<file path="src/rtl/memx_ctrl_pkg.sv">
// Shared types and constants for the memristor write-verify controller.
// Amplitudes are DAC codes; conductance codes grow with cell conductance.
package memx_ctrl_pkg;

  localparam int unsigned DATA_W     = 8;
  localparam int unsigned DAC_W      = 6;
  localparam int unsigned TOL_W      = 4;
  localparam int unsigned PCNT_W     = 6;
  localparam int unsigned TMR_W      = 8;

  localparam logic [DAC_W-1:0] V_READ  = DAC_W'(4);
  localparam logic [DAC_W-1:0] V_START = DAC_W'(24);
  localparam logic [DAC_W-1:0] V_STEP  = DAC_W'(2);
  localparam logic [DAC_W-1:0] V_MAX   = DAC_W'(63);

  localparam int unsigned PULSE_CYC  = 16;
  localparam int unsigned SETTLE_CYC = 4;
  localparam int unsigned ADC_TMO    = 255;
  localparam int unsigned MAX_PULSES = 32;

  localparam logic POL_SET = 1'b1;
  localparam logic POL_RST = 1'b0;

  typedef enum logic [2:0] {
    S_IDLE,
    S_RD_SETTLE,
    S_RD_CONV,
    S_COMPARE,
    S_PULSE,
    S_GAP,
    S_RESP
  } state_e;

  typedef enum logic [1:0] {
    ST_OK    = 2'd0,
    ST_FAIL  = 2'd1,
    ST_TMO   = 2'd2,
    ST_ABORT = 2'd3
  } status_e;

  typedef struct packed {
    status_e             status;
    logic [DATA_W-1:0]   code;
    logic [PCNT_W-1:0]   pulses;
  } rsp_t;

  typedef struct packed {
    logic              en;
    logic              pol;
    logic [DAC_W-1:0]  code;
  } drv_t;

  // Next ISPP amplitude, saturating at V_MAX instead of wrapping.
  function automatic logic [DAC_W-1:0] amp_step(input logic [DAC_W-1:0] amp);
    logic [DAC_W:0] sum;
    sum = {1'b0, amp} + (DAC_W+1)'(V_STEP);
    if (sum > {1'b0, V_MAX}) begin
      amp_step = V_MAX;
    end else begin
      amp_step = sum[DAC_W-1:0];
    end
  endfunction

endpackage

</file>
<file path="src/rtl/memx_cycle_timer.sv">
// Loadable down-counter: a load of N makes done_c high in the Nth cycle after the load.
// done_next_c flags that done_c will be high in the following cycle.
module memx_cycle_timer #(
  parameter int unsigned W = 8
) (
  input  logic         clk,
  input  logic         rst,
  input  logic         load,
  input  logic [W-1:0] load_val,
  output logic         done_c,
  output logic         done_next_c
);

  logic [W-1:0] cnt_q;
  logic [W-1:0] cnt_d;

  always_comb begin
    cnt_d = cnt_q;
    if (load) begin
      cnt_d = load_val;
    end else if (cnt_q != '0) begin
      cnt_d = cnt_q - W'(1);
    end
  end

  always_ff @(posedge clk or posedge rst) begin
    if (rst) begin
      cnt_q <= '0;
    end else begin
      cnt_q <= cnt_d;
    end
  end

  assign done_c      = (cnt_q == W'(1));
  assign done_next_c = (cnt_d == W'(1));

endmodule

</file>
<file path="src/rtl/memx_write_verify_ctrl.sv">
// Write-verify sequencer for one memristor cell: read, compare, ISPP pulse, repeat.
// All outputs are registered from the next-state values, so they follow the state with no extra lag.
module memx_write_verify_ctrl
  import memx_ctrl_pkg::*;
(
  input  logic              clk,
  input  logic              rst,
  input  logic              req_valid,
  output logic              req_ready,
  input  logic [DATA_W-1:0] req_target,
  input  logic [TOL_W-1:0]  req_tol,
  input  logic              abort,
  output logic              rsp_valid,
  input  logic              rsp_ready,
  output logic [1:0]        rsp_status,
  output logic [DATA_W-1:0] rsp_code,
  output logic [PCNT_W-1:0] rsp_pulses,
  output logic              drv_en,
  output logic              drv_pol,
  output logic [DAC_W-1:0]  drv_code,
  output logic              adc_start,
  input  logic              adc_valid,
  input  logic [DATA_W-1:0] adc_data
);

  state_e              state_q, state_d;
  logic [DATA_W-1:0]   target_q, target_d;
  logic [TOL_W-1:0]    tol_q, tol_d;
  logic [DATA_W-1:0]   meas_q, meas_d;
  logic [PCNT_W-1:0]   pcnt_q, pcnt_d;
  logic [DAC_W-1:0]    amp_q, amp_d;
  logic                last_pol_q, last_pol_d;
  logic                pol_q, pol_d;
  status_e             status_q, status_d;

  logic                req_ready_q, req_ready_d;
  logic                rsp_valid_q, rsp_valid_d;
  rsp_t                rsp_q, rsp_d;
  drv_t                drv_q, drv_d;
  logic                adc_start_q, adc_start_d;

  logic                tmr_load_c;
  logic [TMR_W-1:0]    tmr_val_c;
  logic                tmr_done_c;
  logic                tmr_done_next_c;

  logic signed [DATA_W:0] diff_c;
  logic [DATA_W:0]        abs_diff_c;
  logic                   in_tol_c;
  logic                   need_set_c;
  logic                   active_c;

  memx_cycle_timer #(.W(TMR_W)) u_timer (
    .clk         (clk),
    .rst         (rst),
    .load        (tmr_load_c),
    .load_val    (tmr_val_c),
    .done_c      (tmr_done_c),
    .done_next_c (tmr_done_next_c)
  );

  // Signed error of the latest measurement against the target.
  assign diff_c     = $signed({1'b0, meas_q}) - $signed({1'b0, target_q});
  assign abs_diff_c = diff_c[DATA_W] ? $unsigned(-diff_c) : $unsigned(diff_c);
  assign in_tol_c   = (abs_diff_c <= (DATA_W+1)'(tol_q));
  assign need_set_c = diff_c[DATA_W];
  assign active_c   = (state_q != S_IDLE) && (state_q != S_RESP);

  always_ff @(posedge clk or posedge rst) begin
    if (rst) begin
      state_q <= S_IDLE;
    end else begin
      state_q <= state_d;
    end
  end

  // Next state plus the datapath registers that move with each transition.
  always_comb begin
    state_d    = state_q;
    target_d   = target_q;
    tol_d      = tol_q;
    meas_d     = meas_q;
    pcnt_d     = pcnt_q;
    amp_d      = amp_q;
    last_pol_d = last_pol_q;
    pol_d      = pol_q;
    status_d   = status_q;
    tmr_load_c = 1'b0;
    tmr_val_c  = '0;

    if (active_c && abort) begin
      state_d  = S_RESP;
      status_d = ST_ABORT;
    end else begin
      case (state_q)
        S_IDLE: begin
          if (req_valid && req_ready_q) begin
            target_d   = req_target;
            tol_d      = req_tol;
            meas_d     = '0;
            pcnt_d     = '0;
            amp_d      = V_START;
            state_d    = S_RD_SETTLE;
            tmr_load_c = 1'b1;
            tmr_val_c  = TMR_W'(SETTLE_CYC);
          end
        end
        S_RD_SETTLE: begin
          if (tmr_done_c) begin
            state_d    = S_RD_CONV;
            tmr_load_c = 1'b1;
            tmr_val_c  = TMR_W'(ADC_TMO);
          end
        end
        S_RD_CONV: begin
          // A result on the expiry cycle still counts.
          if (adc_valid) begin
            meas_d  = adc_data;
            state_d = S_COMPARE;
          end else if (tmr_done_c) begin
            status_d = ST_TMO;
            state_d  = S_RESP;
          end
        end
        S_COMPARE: begin
          if (in_tol_c) begin
            status_d = ST_OK;
            state_d  = S_RESP;
          end else if (pcnt_q == PCNT_W'(MAX_PULSES)) begin
            status_d = ST_FAIL;
            state_d  = S_RESP;
          end else begin
            pol_d = need_set_c ? POL_SET : POL_RST;
            if (need_set_c != last_pol_q) begin
              amp_d = V_START;
            end else if (pcnt_q != '0) begin
              amp_d = amp_step(amp_q);
            end
            last_pol_d = need_set_c;
            pcnt_d     = pcnt_q + PCNT_W'(1);
            state_d    = S_PULSE;
            tmr_load_c = 1'b1;
            tmr_val_c  = TMR_W'(PULSE_CYC);
          end
        end
        S_PULSE: begin
          if (tmr_done_c) begin
            state_d = S_GAP;
          end
        end
        S_GAP: begin
          state_d    = S_RD_SETTLE;
          tmr_load_c = 1'b1;
          tmr_val_c  = TMR_W'(SETTLE_CYC);
        end
        S_RESP: begin
          if (rsp_ready) begin
            state_d = S_IDLE;
          end
        end
        default: begin
          state_d = S_IDLE;
        end
      endcase
    end
  end

  // Output values for the cycle after this edge; polarity holds while the driver is off.
  always_comb begin
    req_ready_d = 1'b0;
    rsp_valid_d = 1'b0;
    rsp_d       = '0;
    drv_d       = '{en: 1'b0, pol: drv_q.pol, code: '0};
    adc_start_d = 1'b0;

    case (state_d)
      S_IDLE: begin
        req_ready_d = 1'b1;
      end
      S_RD_SETTLE: begin
        drv_d       = '{en: 1'b1, pol: POL_SET, code: V_READ};
        adc_start_d = tmr_done_next_c;
      end
      S_RD_CONV: begin
        drv_d = '{en: 1'b1, pol: POL_SET, code: V_READ};
      end
      S_PULSE: begin
        drv_d = '{en: 1'b1, pol: pol_d, code: amp_d};
      end
      S_RESP: begin
        rsp_valid_d = 1'b1;
        rsp_d       = '{status: status_d, code: meas_d, pulses: pcnt_d};
      end
      default: begin
      end
    endcase
  end

  always_ff @(posedge clk or posedge rst) begin
    if (rst) begin
      target_q    <= '0;
      tol_q       <= '0;
      meas_q      <= '0;
      pcnt_q      <= '0;
      amp_q       <= V_START;
      last_pol_q  <= POL_SET;
      pol_q       <= POL_SET;
      status_q    <= ST_OK;
      req_ready_q <= 1'b1;
      rsp_valid_q <= 1'b0;
      rsp_q       <= '0;
      drv_q       <= '0;
      adc_start_q <= 1'b0;
    end else begin
      target_q    <= target_d;
      tol_q       <= tol_d;
      meas_q      <= meas_d;
      pcnt_q      <= pcnt_d;
      amp_q       <= amp_d;
      last_pol_q  <= last_pol_d;
      pol_q       <= pol_d;
      status_q    <= status_d;
      req_ready_q <= req_ready_d;
      rsp_valid_q <= rsp_valid_d;
      rsp_q       <= rsp_d;
      drv_q       <= drv_d;
      adc_start_q <= adc_start_d;
    end
  end

  assign req_ready  = req_ready_q;
  assign rsp_valid  = rsp_valid_q;
  assign rsp_status = rsp_q.status;
  assign rsp_code   = rsp_q.code;
  assign rsp_pulses = rsp_q.pulses;
  assign drv_en     = drv_q.en;
  assign drv_pol    = drv_q.pol;
  assign drv_code   = drv_q.code;
  assign adc_start  = adc_start_q;

endmodule

</file>
<file path="config.mk">
export PLATFORM = sky130hd
export DESIGN_NAME = memx_write_verify_ctrl
export DESIGN_NICKNAME = d
export VERILOG_FILES = /design/src/rtl/memx_ctrl_pkg.sv /design/src/rtl/memx_cycle_timer.sv /design/src/rtl/memx_write_verify_ctrl.sv
export SDC_FILE = /design/constraint.sdc
export NUM_CORES = 1
export LEC_CHECK = 0
export BUFFER_PORTS_ARGS = -buffer_cell sky130_fd_sc_hd__buf_2
export CELL_PAD_IN_SITES_DETAIL_PLACEMENT = 1
export CELL_PAD_IN_SITES_GLOBAL_PLACEMENT = 2
export CORE_ASPECT_RATIO = 1.2
export CORE_MARGIN = 2
export CORE_UTILIZATION = 40
export CTS_BUF_LIST = sky130_fd_sc_hd__clkbuf_4 sky130_fd_sc_hd__clkbuf_8
export CTS_CLUSTER_SIZE = 24
export DETAILED_ROUTE_END_ITERATION = 7
export GPL_ROUTABILITY_DRIVEN = 0
export GPL_TIMING_DRIVEN = 0
export PLACE_DENSITY = 0.94
export SLEW_MARGIN = 25
export SYNTH_ARGS = -nofsm -noshare
export SYNTH_HDL_FRONTEND = slang
export SYNTH_HIERARCHICAL = 1
export SYNTH_SLANG_ARGS = --single-unit
export TNS_END_PERCENT = 20
</file>
<file path="constraint.sdc">
create_clock -name clk -period 7.7 [get_ports clk]
set_input_delay 1.54 -clock clk [delete_from_list [all_inputs] [get_ports clk]]
set_output_delay 1.54 -clock clk [all_outputs]
set_load 0.005 [all_outputs]
</file>
==> flow_summary_export.csv, run 1 <==
group,metric,value,unit
synth,ys.flop_type,"dfrtp_1",
worst_setup_path,slowest_delay,0.48,ns
drt,wl_per_cell,17.13,um
worst_setup_path,cp.required,7.98,ns
clock_network,clk_latency,0.37,ns
placed_design,io_buffer_count,52,
cells_and_area,flow.area_growth_from_synthesis,15.95,%
worst_setup_path,cp-start-kind,"register",
global_routing,grtUsageMet2,37.01,%
cells_and_area,fin_nets,569,
worst_setup_path,crit_fanout,10,
floorplan,num_rows,41,
synth,synth_area,4204,um2
run,drv_cap,0,
clock_network,cts_hold_buffers,0,
placed_design,dp_hpwl,8.481,mm
drt,vias,3623,
synth,synth.distinct_cells,65,
synth,synth_area_leader_cell,"dfrtp_1",
sta,setup_viol_count_final,0,
sta,hold_violations,0,
global_routing,top_usage_layer,"met2",
synth,yosysSeqAreaShare,44.20,%
worst_setup_path,crit_type,"register to register",
global_routing,grt_pass1_wl,18.33,mm
sta,hold_slack,0.4789,ns
sta,min_period,5.133,ns
synth,synth_top_area_share,41.07,%
sta,fin_crit_sh,66.66,%
synth,synth_fp_nets,505,
floorplan,io-pin-count,53,
drt,wirelength,11.24,mm
drt,dr.pass1.iters,4,
clock_network,post_cts_resized,0,
cells_and_area,final_cell_mix,"69 x dfrtp_1, 65 x nand2_1, 55 x buf_2",
global_routing,grt-ovfl-total,0,
global_routing,grt.total_usage,20.34,%
global_routing,first_global_vias,3743,
floorplan,core_area,10360,um2
synth,syn_avg_cell_area,9.179,um2
floorplan,start_util,40.57,%
power_and_ir_drop,vdd_drop_max,0.1664,mV
drt,detail-route-antenna-nets,0,
synth,yosys_register_bits,74,
synth,synthCells,458,
global_routing,grt_use_met1,23.78,%
clock_network,cts.sinks,74,
worst_setup_path,worstPathCellList,"ha_1, fa_1, nor2b_4, o2111ai_1, a31oi_1, or2_1, buf_6, a31oi_1, xor2_1, ha_1, a21oi_1, o21ai_0, a221oi_1, o22a_2, or2_1, buf_2, nand3_1, clkbuf_1, a211oi_1, o221ai_1, nor4_2, nand2_1, nor3_1",
clock_network,clockBufferDepth,2,
worst_setup_path,arrival,5.41,ns
sta,slew_violations,0,
synth,yosys_warnings,6,
synth,ys_async_sr_fraction,100.0,%
synth,synth_area_leaders,"dfrtp_1 41%, ha_1 6.0%, nand2_1 5.8%, o21ai_0 4.0%, a21oi_1 3.5%",
clock_network,clockRootBuffer,"clkbuf_8",
global_routing,antenna_found_initial,0,
floorplan,fp.dieArea,11350,um2
worst_setup_path,worst_setup_path_end_kind,"register",
sta,tns,0,ns
cells_and_area,drive_gt1_share,18.03,%
cells_and_area,final_common_cell,"dfrtp_1",
hold_path,holdCritPathClass,"register to register",
sta,fin_skew,0.008729,ns
placed_design,placed_cells,640,
drt,via_per_inst,5.523,
synth,synth_edf_count,0,
power_and_ir_drop,pwr_density_cell,475.3,nW/um2
clock_network,post-cts-setup-buffer-count,0,
worst_setup_path,slowest_stage,"fa_1",
clock_network,cts_made_buffers,9,
drt,drc,0,
sta,fmax,0.1948,GHz
global_routing,met3_usage,3.172,%
power_and_ir_drop,p_leak,2.386,nW
sta,tightestPinTransition,0.8123,ns
cells_and_area,antenna_cells,0,
global_routing,grt_max_degree,45,
clock_network,cts_tree,"built",
sta,rsz0062_at_grt,"false",
cells_and_area,final_util,47.04,%
cells_and_area,finalNonFillerCells,656,
floorplan,die_w,97.59,um
drt,drtIter0Drc,95,
sta,slew_headroom,45.08,%
clock_network,htreeDepth,3,
run_status,status,"complete, no violations",
clock_network,clkTransAtPathRegs,0.08,ns
floorplan,die_y,116.3,um
-- area by class of cell --
| type | count | area (um2) |
|---|---|---|
| Clock inverter | 3 | 46.29 |
| Buffer | 16 | 72.57 |
| Timing Repair Buffer | 53 | 287.8 |
| Sequential cell | 74 | 1858 |
| Tap cell | 129 | 161.4 |
| Inverter | 32 | 122.6 |
| Multi-Input combinational cell | 336 | 2153 |
| Clock buffer | 13 | 172.7 |
| Fill cell | 1240 | 5488 |
-- cells by family after synthesis --
group           count (synthesis)  share of synthesized area (%)
simple gates                  168                          20.65
compound gates                127                          19.76
flops                          74                          44.20
buf+inv                        48                          4.583
fa+ha+maj                      21                          6.429
xor+xnor                       14                          2.917
mux                             6                          1.458
-- stage by stage --
stage                     total power [mW]  setup slack [ns]  area, um2
after floorplan                      1.619             3.300       4204
after global placement               1.913             2.634       4626
after detailed placement             1.991             2.578       4656
after CTS                            2.338             2.538       4875
after global routing                 2.525             2.156       4875
final                                2.317             2.567       4875
-- path summary, 6_finish.rpt --
check,endpoint,from,depth (start not counted),slack [ns]
max in group asynchronous,last_pol_q,rst,3,5.97
hold / removal,status_q[1],status_q[1],1,0.48
min in group asynchronous,u_timer/cnt_q[4],rst,2,1.13
hold reg to reg,status_q[1],status_q[1],1,0.48
setup reg to reg,adc_start,target_q[0],23,2.57
setup / recovery,adc_start,target_q[0],23,2.57
-- state kept, by name (all words and copies together) (netlist names), 6 cells and up --
name           flops
amp_q              6
drv_code           6
meas_q             8
pcnt_q             6
rsp_code           8
rsp_pulses         6
target_q           8
u_timer/cnt_q      8
-- worst max-delay path, delay by kind of cell (launching register included) --
| kind | cells | cell delay (ns) |
|---|---|---|
| adders and majority gates | 3 | 1.04 |
| buffers and inverters | 3 | 0.61 |
| xor gates and xnor gates | 1 | 0.17 |
| and+or+nand+nor | 7 | 1.03 |
| AOI/OAI and AO/OA | 9 | 1.80 |
| DFF | 1 | 0.40 |
-- cell usage after synthesis (4+ instances only) --
cell type / number
mux2i_1: 5
dfrtp_1: 69
and3_1: 4
nand2_1: 65
xor2_1: 7
dfstp_2: 5
nor3_1: 9
inv_1: 32
ha_1: 20
xnor2_1: 7
o21ai_0: 34
nor2_1: 18
or3_1: 5
a21o_1: 16
clkbuf_1: 11
nand2b_1: 5
nor4_1: 4
nand3b_1: 4
a21oi_1: 29
nand3_1: 13
nor2b_1: 19
o211ai_1: 4
-- metal layers --
| layer | wire length [um] | up-vias |
|---|---|---|
| li1 | - | 1731 |
| met1 | 4710 | 1824 |
| met2 | 5967 | 50 |
| met3 | 286 | 18 |
| met4 | 274 | 0 |
| met5 | 0 | - |
-- power by group --
| group | total (mW) | switching, mW | internal (mW) |
|---|---|---|---|
| clock network | 0.331 | 0.151 | 0.181 |
| logic | 1.37 | 0.816 | 0.552 |
| registers | 0.618 | 0.0852 | 0.533 |
| total | 2.32 | 1.05 | 1.27 |
Note: power is estimated with default switching activity, not from simulation.
==> inputs of run 2 (changes only) <==
--- a/config.mk
+++ b/config.mk
@@ -10,13 +10,13 @@
 export CELL_PAD_IN_SITES_GLOBAL_PLACEMENT = 2
 export CORE_ASPECT_RATIO = 1.2
 export CORE_MARGIN = 2
-export CORE_UTILIZATION = 40
+export CORE_UTILIZATION = 37
 export CTS_BUF_LIST = sky130_fd_sc_hd__clkbuf_4 sky130_fd_sc_hd__clkbuf_8
 export CTS_CLUSTER_SIZE = 24
 export DETAILED_ROUTE_END_ITERATION = 7
 export GPL_ROUTABILITY_DRIVEN = 0
 export GPL_TIMING_DRIVEN = 0
-export PLACE_DENSITY = 0.94
+export PLACE_DENSITY = 0.89
 export SLEW_MARGIN = 25
 export SYNTH_ARGS = -nofsm -noshare
 export SYNTH_HDL_FRONTEND = slang
==> constraint.sdc (replaced) <==
create_clock -name clk -period 4.8 [get_ports clk]
set_input_delay 0.96 -clock clk [delete_from_list [all_inputs] [get_ports clk]]
set_output_delay 0.96 -clock clk [all_outputs]
set_load 0.005 [all_outputs]
==> run 2 against run 1 <==
Against the previous run:
- register-to-register slack lost 2.2 ns
- die area up 7.8%
- maximum frequency rose by 16%
- total power rose by 79%
- flip-flop and latch count unchanged
- final area rose by 4.1%
- clock power grew 79%
- largest cell class unchanged
==> flow_summary_export.csv, run 2 (synthesis gave the netlist of run 1 again) <==
group,metric,value,unit
worst_setup_path,crit_fanout,10,
drt,via_per_inst,5.502,
placed_design,dpl_cell_area,4652,um2
cells_and_area,drive_gt1_share,22.28,%
worst_setup_path,r2r_slack,0.37,ns
clock_network,clk_latency,0.37,ns
floorplan,num_rows,42,
floorplan,start_util,38.10,%
worst_setup_path,slowest_delay,0.39,ns
cells_and_area,flow.area_growth_from_synthesis,20.71,%
sta,rsz0062_at_grt,"false",
sta,slew_violations,0,
global_routing,grt_pass1_wl,19.01,mm
cells_and_area,final_common_cell,"dfrtp_1",
global_routing,grt_use_met1,23.02,%
cells_and_area,regArea,1858,um2
run_status,status,"complete, no violations",
cells_and_area,multi_input_area,2262,um2
drt,vias,3664,
global_routing,grt_max_degree,38,
global_routing,top_usage_layer,"met2",
global_routing,grt.total_usage,20.03,%
worst_setup_path,arrival,4.72,ns
drt,drtIter0Drc,151,
sta,fmax,0.2257,GHz
floorplan,die_y,120.8,um
global_routing,grtUsageMet2,36.34,%
global_routing,first_global_vias,3894,
floorplan,core_area,11040,um2
placed_design,io_buffer_count,52,
sta,setup_viol_count_final,0,
floorplan,die_w,101.3,um
cells_and_area,antenna_cells,0,
worst_setup_path,worstSetupPathDepth,23,
worst_setup_path,worstSetupEndpoint,"adc_start",
worst_setup_path,r2r-start,"meas_q[0]",
hold_path,holdCritPathClass,"register to register",
cells_and_area,final_cell_mix,"69 x dfrtp_1, 65 x nand2_1, 54 x buf_2",
power_and_ir_drop,p_leak,2.448,nW
cells_and_area,nFillCells,1301,
clock_network,clkTransAtPathRegs,0.08,ns
sta,min_period,4.430,ns
sta,fin_skew,0.006466,ns
worst_setup_path,slowest_stage,"dfrtp_1",
drt,detail-route-antenna-nets,0,
clock_network,cts_made_buffers,9,
sta,fin_crit_sh,92.29,%
power_and_ir_drop,pwr_density_cell,819.1,nW/um2
clock_network,clockRootBuffer,"clkbuf_8",
cells_and_area,fin_area,5075,um2
worst_setup_path,critPathLaunch,"meas_q[0]",
worst_setup_path,cp.required,5.09,ns
drt,dr.pass1.iters,4,
worst_setup_path,r2r-end,"adc_start",
sta,tightestPinTransition,0.8192,ns
floorplan,fp.dieArea,12230,um2
clock_network,cts.sinks,74,
worst_setup_path,worstPathCellList,"inv_1, ha_2, fa_2, nor2b_4, o2111ai_2, a31oi_1, or2_1, buf_6, a31oi_4, xor2_2, ha_4, a21oi_2, o21ai_2, a221oi_2, o22a_2, buf_4, nor2_1, or2_2, a22o_1, nand4b_1, nor4_2, nand2_1, nor3_2",
global_routing,met3_usage,2.659,%
sta,hold_violations,0,
power_and_ir_drop,vdd_drop_max,0.2770,mV
clock_network,clockBufferDepth,2,
clock_network,htreeDepth,3,
worst_setup_path,reg2reg_depth,23,
drt,drc,0,
worst_setup_path,worst_setup_path_end_kind,"register",
drt,wirelength,11.60,mm
drt,wl_per_cell,17.42,um
clock_network,cts_tree,"built",
run,drv_cap,0,
floorplan,io-pin-count,53,
worst_setup_path,timing.critical_path.max_delay_family,"compound AO/OA/AOI/OAI gates",
global_routing,antenna_found_initial,0,
sta,slew_headroom,44.88,%
sta,tns,0,ns
worst_setup_path,crit_type,"register to register",
global_routing,grt-ovfl-total,0,
worst_setup_path,cp-start-kind,"register",
placed_design,dp_hpwl,8.555,mm
cells_and_area,fin_nets,576,
worst_setup_path,path_buf_inv,3,
==> run 2: cell types whose count changed in the layout (fill, tap and decap cells not counted), moves of 2 or more <==
cell	delta
a21oi_1	-3
a21oi_2	+3
a221oi_1	-2
a221oi_2	+2
buf_4	+7
bufinv_16	+2
clkbuf_8	-3
clkinvlp_4	+2
ha_1	-2
==> run 2: what timing repair did <==
| action | 4_1_cts | 5_1_grt |
|---|---|---|
| hold buffers | 0 | 0 |
| setup endpoints to repair | 2 | 1 |
| gates cloned | 1 | 0 |
| buffers inserted | 4 | 2 |
| resized for setup | 10 | 18 |
| pin swaps | 4 | 7 |
==> run 2: power by group <==
part           switching (mW)  total (mW)  internal, mW
Clock                   0.250       0.594         0.344
Sequential              0.137       0.991         0.855
Combinational            1.49        2.57          1.08
==> run 2: per-layer routing <==
metal	vias to the layer above	share of wire [%]	wire length, um
li1	1752	-	-
met1	1837	43	4940
met2	56	53	6106
met3	19	2.4	275
met4	0	2.4	279
met5	-	0	0
==> run 2: worst reg2reg max path: cells and delay by family, from the launching register on <==
kind                     cells  cell delay [ns]
AO/OA/AOI/OAI                8             1.41
flip-flops                   1             0.39
AND/OR/NAND/NOR              8             1.29
XOR/XNOR                     1             0.21
adder cells (fa/ha/maj)      3             0.66
buffers and inverters        3             0.38
==> run 2: cell type report <==
class                      instances  share of cell area (%)
timing repair buffer              60                   6.558
clock inverter                     7                   2.318
clock buffer                       9                   2.441
multi-input combinational        336                   44.58
tap                              132                   3.254
sequential                        74                   36.61
buffer                            16                   1.824
inverter                          32                   2.416
==> run 2: worst min path at each step <==
stage,startpoint,to,slack (ns),depth (start not counted)
floorplan,status_q[1],status_q[1],0.44,1
global placement,status_q[1],status_q[1],0.46,1
detailed placement,status_q[1],status_q[1],0.47,1
CTS,status_q[1],status_q[1],0.49,1
global route,status_q[1],status_q[1],0.50,1
finish,status_q[1],status_q[1],0.48,1
==> run 2: per-stage QoR <==
stage	power [mW]	worst slack [ns]	std cells	hold slack (ns)	util [%]
3_5_place_dp	3.213	-0.4639	643	0.4673	42.15
5_1_grt	4.519	0.05519	666	0.5029	45.99
6_report	4.157	0.3701	666	0.4792	45.99
2_1_floorplan	2.597	0.3998	458	0.4385	-
3_3_place_gp	3.092	-0.3005	642	0.4598	41.95
4_1_cts	3.917	0.03269	664	0.4892	44.99
